==> config.mk <==
export PLATFORM = sky130hd
export DESIGN_NAME = rom_sync_rd
export DESIGN_NICKNAME = d
export VERILOG_FILES = /design/src/rtl/rom_sync_rd.sv
export SDC_FILE = /design/constraint.sdc
export NUM_CORES = 1
export LEC_CHECK = 0
export CAP_MARGIN = 20
export CORE_AREA = 2 2 39 41
export DETAILED_ROUTE_END_ITERATION = 8
export DIE_AREA = 0 0 41 43
export HOLD_SLACK_MARGIN = 0.08
export PLACE_DENSITY = 0.67
export SYNTH_ARGS = -nofsm -noshare
export SYNTH_HDL_FRONTEND = slang
export SYNTH_SLANG_ARGS = --single-unit
==> constraint.sdc <==
create_clock -name clk -period 1.9 [get_ports clk]
set_input_delay 0.475 -clock clk [delete_from_list [all_inputs] [get_ports clk]]
set_output_delay 0.475 -clock clk [all_outputs]
set_load 0.005 [all_outputs]
==> src/rtl/rom_sync_rd.sv <==
// rom_sync_rd: 256 x 8 fixed lookup table with a registered read port.
// Entries 0..15 hold the square of the address. Entries 16..255 hold 8'hFF minus the address.
// A read issued on one edge presents its data and a valid flag after that same edge.
module rom_sync_rd #(
  parameter logic [7:0] RESET_VAL = 8'h00
) (
  input  logic       clk,
  input  logic       rst_n,
  input  logic       en,
  input  logic [7:0] direccion,
  output logic [7:0] dato_s,
  output logic       valido
);

  // Table contents as a pure function of the address, so synthesis folds it into LUT/ROM logic.
  function automatic logic [7:0] rom_entry(input logic [7:0] addr);
    logic [7:0] val;
    case (addr)
      8'd0:    val = 8'd0;
      8'd1:    val = 8'd1;
      8'd2:    val = 8'd4;
      8'd3:    val = 8'd9;
      8'd4:    val = 8'd16;
      8'd5:    val = 8'd25;
      8'd6:    val = 8'd36;
      8'd7:    val = 8'd49;
      8'd8:    val = 8'd64;
      8'd9:    val = 8'd81;
      8'd10:   val = 8'd100;
      8'd11:   val = 8'd121;
      8'd12:   val = 8'd144;
      8'd13:   val = 8'd169;
      8'd14:   val = 8'd196;
      8'd15:   val = 8'd225;
      default: val = 8'hFF - addr;
    endcase
    return val;
  endfunction

  logic [7:0] rd_data_c;

  // Combinational table lookup. It is only captured when en is high, so X on an idle address stays out of dato_s.
  always_comb begin
    rd_data_c = rom_entry(direccion);
  end

  // Registered read port. Reset wins over a read on the same edge.
  always_ff @(posedge clk) begin
    if (!rst_n) begin
      dato_s <= RESET_VAL;
      valido <= 1'b0;
    end else begin
      valido <= en;
      if (en) begin
        dato_s <= rd_data_c;
      end
    end
  end

endmodule

* Yosys cells after proc, flatten, opt, wreduce, memory -nomap -nowiden *
Cells that the tools add are included.

storage, ports and cells
  input bits = 11
  logic and storage cells = 20
  register bits after elaboration = 9
  output and inout port bits = 9

operators by class
  muxes and demuxes = 1
  reduce and logical (&&, ||, !) cells = 1
  eq/ne operators = 15
  add/sub/neg operators = 1

operators by type and width
  cell                                                                    count
  8-bit case mux with 16 select lines                                     1
  8-bit by 4-bit equality test with 1-bit output (second input constant)  8
  8-bit by 3-bit equality test with 1-bit output (second input constant)  4
  8-bit by 2-bit equality test with 1-bit output (second input constant)  2
  8-bit by 1-bit equality test with 1-bit output (second input constant)  1
  8-bit zero test                                                         1
  8-bit subtractor (first input constant)                                 1

* Logic depth before layout (Yosys ltp) *
  depth in word-level cells = 2
  depth in mapped cells = 5
  gate-level depth less buffers = 4

* Worst setup path after synthesis *
Ideal clock, no wire load.

  path type = input to register
  start point = input direccion[5]
  end point = register dato_s[2]
  stages on the path = 3
  data required time = 1.834 ns
  setup slack = 0.458 ns
  arrival time = 1.376 ns
  buffers on the path = 0
  library setup time = 0.066 ns
  cells stage by stage = nor4_4 mux2_4 a21oi_2

between the ends
  word-level cells in the longest chain between the ends = 2
  elaborated cells on any way between the ends = 17
  classes of those cells = 15 x eq/ne; 1 x mux; 1 x reduce/logical

RTL lines
  item                                                                    RTL line  text
  from (decl)                                                             10        input logic [7:0] direccion,
  8-bit by 4-bit equality test with 1-bit output (tied with other cells)  18        case (addr)
  8-bit case mux with 16 select lines *                                   18
  to (signal assigned)                                                    55        dato_s <= rd_data_c;
  to (decl)                                                               11        output logic [7:0] dato_s,

Every way passes the cells marked *; elsewhere a longest branch is shown, timed or not.
A chain may end at the register's enable or synchronous reset.

* Worst setup path in the final report *
Ends and elaborated chain as after synthesis.

==> results by stage <==
Placement:
- At the placement stage, the worst setup path has a slack of -24.59 ps.
- The routability congestion estimate from global placement is 0.7887.
- In this run the tool buffered the top-level ports with 19 buffer cells.
- Detailed placement ended at an HPWL of 777.2 um.

Worst hold path:
- For hold timing, the worst endpoint is dato_s[4].
- The path class of the tightest hold or removal check is reg -> reg.
- The worst hold path begins at dato_s[4].
- The worst hold path was traced through 2 stages.

Worst setup path:
- At the worst endpoint, the arrival time is 1840 ps.
- STA classifies the critical path startpoint as an input port.
- By startpoint and endpoint, the worst setup path is classified as in -> reg.
- The worst-path maximum fanout is 9.
- The worst setup path is captured at a register.
- For flop-to-flop paths, the worst setup slack is 1200 ps.
- The start of the worst register-to-register path is dato_s[6].
- The number of cells on the worst reg-to-reg path is 2.
- At the worst endpoint, the required time is 2090 ps.
- The endpoint identified for the worst register-to-register timing path is dato_s[6].

Logic synthesis:
- The share of Yosys cell area claimed by the top area cell type is 0.4045.
- For this run, the register share of the synthesized area comes to 0.4045.
- After synthesis, the netlist uses 19 different library cells.
- The number of cells produced by synthesis is 50.
- The number of nets handed over by synthesis was 61.
- Ranked by total cell area, the synthesized netlist is headed by sky130_fd_sc_hd__dfxtp_1 (40%), sky130_fd_sc_hd__xor2_1 (5.9%), sky130_fd_sc_hd__nor2b_1 (5.6%).
- The mean instance size in the synthesized netlist is 8.909 um^2.
- In this run the cell area of the synthesized design comes to 445.4 um^2.
- The cell accounting for the most synthesized area is sky130_fd_sc_hd__dfxtp_1.
- The Yosys step of the flow raised 0 warnings.
- The synthesized design contains 9 register bits.

STA:
- Setup slack closes at 248.9 ps.
- The post-layout minimum cycle time is 1651 ps.
- Based on the critical path, the design can be clocked at up to 0.6057 GHz.
- Between clock sinks in the finished design, the worst skew comes to 0 ps.
- The worst-margin pin slew is 401.7 ps.
- Dividing the final minimum period by the clock period gives 0.8690.
- The max-slew violation count came to 0.
- The number of hold violations in the final report is 0.
- The setup TNS after final layout is 0 ps.
- In this run the tightest slew margin relative to its limit is 0.7314.
- Setup repair after global routing left no endpoint under its margin.
- The final number of setup-violating endpoints is 0.

Detailed routing:
- The post-detailed-route via-to-cell ratio is 4.648.
- Summed over all layers, the routed wires come to 999 um.
- The violation count after the first detailed-routing iteration is 11.
- The count of nets left with antenna violations after detail routing is 0.
- For this run, design rule violations remaining after detail routing come to 0.
- The routed layout has 409 vias.
- The routed wirelength normalized by instance count is 11.35 um.
- The number of iterations in the first detailed-routing pass is 3.

Clock network:
- The count of hold buffers inserted by post-cts repair is 0.
- The clock tree buffer depth is 2.
- The number of cells upsized or downsized after cts is 0.
- In this run the clock root is driven by a sky130_fd_sc_hd__clkbuf_4.
- The TritonCTS sink count is 9.
- The clock reaches the later pin of the worst-skew pair after 250 ps.
- The number of CTS-inserted buffers is 3.
- The TritonCTS clock tree is built.
- After clock tree synthesis, the clock-pin slew on the worst setup and hold paths is 60 ps.
- In this run the number of H-tree levels came out at 1.
- The number of buffers inserted by post-CTS setup repair is 0.

Power:
- The post-layout total power is 0.0004435 W.
- The standby leakage power is 0.2641 nW.
- Dividing total power by cell area gives a power density of 652.8 mW/mm^2.
- The worst supply voltage drop on vdd is 0.2559 mV.

GRT:
- The total congestion overflow after global routing is 0.
- The number of global-route vias before repair is 391.
- The total global-route track usage is 0.1459.
- The wire length of the first global-routing pass is 1669 um.
- The number of antenna violations at the first check in global routing is 0.
- Entering global routing, the biggest net connects 12 pins.

Floorplanning:
- After floorplanning, the core was divided into 14 placement rows.
- The die height is 43 um.
- 20 I/O pins were placed.
- The die width is 41 um.
- The die covers 0.001763 mm^2.
- The floorplan step defined a core boundary enclosing 0.001384 mm^2.
- The initial core utilization is 0.3219.

Layout:
- The layout-stage area growth over the synthesis result is 52.53%.
- The final antenna diode count is 0.
- Leaving out fill and tap cells, the most frequent cells in the layout are sky130_fd_sc_hd__clkdlybuf4s50_1 (19), sky130_fd_sc_hd__dfxtp_1 (9), sky130_fd_sc_hd__nand2_1 (5).
- The number of nets at the end of the flow is 84.
- In the final layout, the share of cells above drive strength 1 is 0.09722.
- The leading cell type in the layout, fill and taps excluded is sky130_fd_sc_hd__clkdlybuf4s50_1.

Status:
- The flow ran to the end, and the final reports show no timing, DRC or antenna violations.

Flow run:
- The total of max-cap violations is 0.
==> metrics by stage <==
stage                     std cells  hold WS, ps    util  instance area (um^2)
final                            88        466.3  0.4910                 679.4
after global routing             88        506.7  0.4910                 679.4
after CTS                        88        475.2  0.4910                 679.4
after floorplan                  50        449.5       -                 445.4
after global placement           84        451.1  0.4720                 653.1
after detailed placement         84        461.6  0.4720                 653.1
==> layer usage <==
| layer | GRT usage | wire (um) | vias to the layer above | share of wire |
|---|---|---|---|---|
| li1 | - | - | 217 | - |
| met1 | 0.1909 | 487 | 177 | 0.49 |
| met3 | 0.03141 | 55 | 2 | 0.055 |
| met5 | 0 | 0 | - | 0 |
| met2 | 0.1938 | 437 | 13 | 0.44 |
| met4 | 0.1200 | 19 | 0 | 0.019 |
==> cell usage after synthesis, drive strengths merged <==
cell	count
mux2i	2
buf	2
inv	2
nand2b	2
nor2	2
nor2b	4
o21ai	7
a21oi	4
a31oi	2
nand3b	1
mux2	1
dfxtp	9
nor4	1
xor2	3
nand2	5
o21a	1
o31ai	2
==> cell type report <==
class,instances,area [um^2]
Fill cell,144,704.4
Sequential cell,9,180.2
Tap cell,16,20.02
Timing Repair Buffer,20,197.7
Clock buffer,4,26.28
Inverter,2,7.507
Multi-Input combinational cell,37,247.7
==> critical path, cell delays in order <==
cell,delay [ps]
sky130_fd_sc_hd__clkdlybuf4s50_1,460
sky130_fd_sc_hd__nor4_4,280
sky130_fd_sc_hd__buf_4,200
sky130_fd_sc_hd__mux2_4,310
sky130_fd_sc_hd__a21oi_2,120
==> flip-flops by register name, indices dropped and copies added (netlist names) <==
name / cells
valido: 1
dato_s: 8
==> worst max path at each step <==
| stage | startpoint | endpoint | slack [ps] | depth (start not counted) |
|---|---|---|---|---|
| finish | direccion[5] | dato_s[2] | 250 | 5 |
| global route | direccion[5] | dato_s[4] | 170 | 6 |
| CTS | direccion[5] | dato_s[2] | 250 | 5 |
| detailed placement | direccion[5] | dato_s[2] | -20 | 5 |
| global placement | direccion[5] | dato_s[2] | 20 | 5 |
| floorplan | direccion[5] | dato_s[2] | 460 | 3 |
==> cells by family after synthesis <==
family | after synthesis | share of synthesized area
multiplexers | 3 | 0.07864
flip-flops | 9 | 0.4045
buffers and inverters | 4 | 0.03933
XOR/XNOR | 3 | 0.05900
AND/OR/NAND/NOR | 15 | 0.2079
AO/OA/AOI/OAI | 16 | 0.2107
==> power breakdown <==
| part | leakage, nW | switching [W] | internal, W |
|---|---|---|---|
| Sequential | 0.0745 | 0.00000482 | 0.000201 |
| Combinational | 0.175 | 0.0000377 | 0.0000555 |
| Clock | 0.0150 | 0.0000641 | 0.0000808 |
| Total | 0.264 | 0.000107 | 0.000337 |
(Power assumes the default switching activity.)
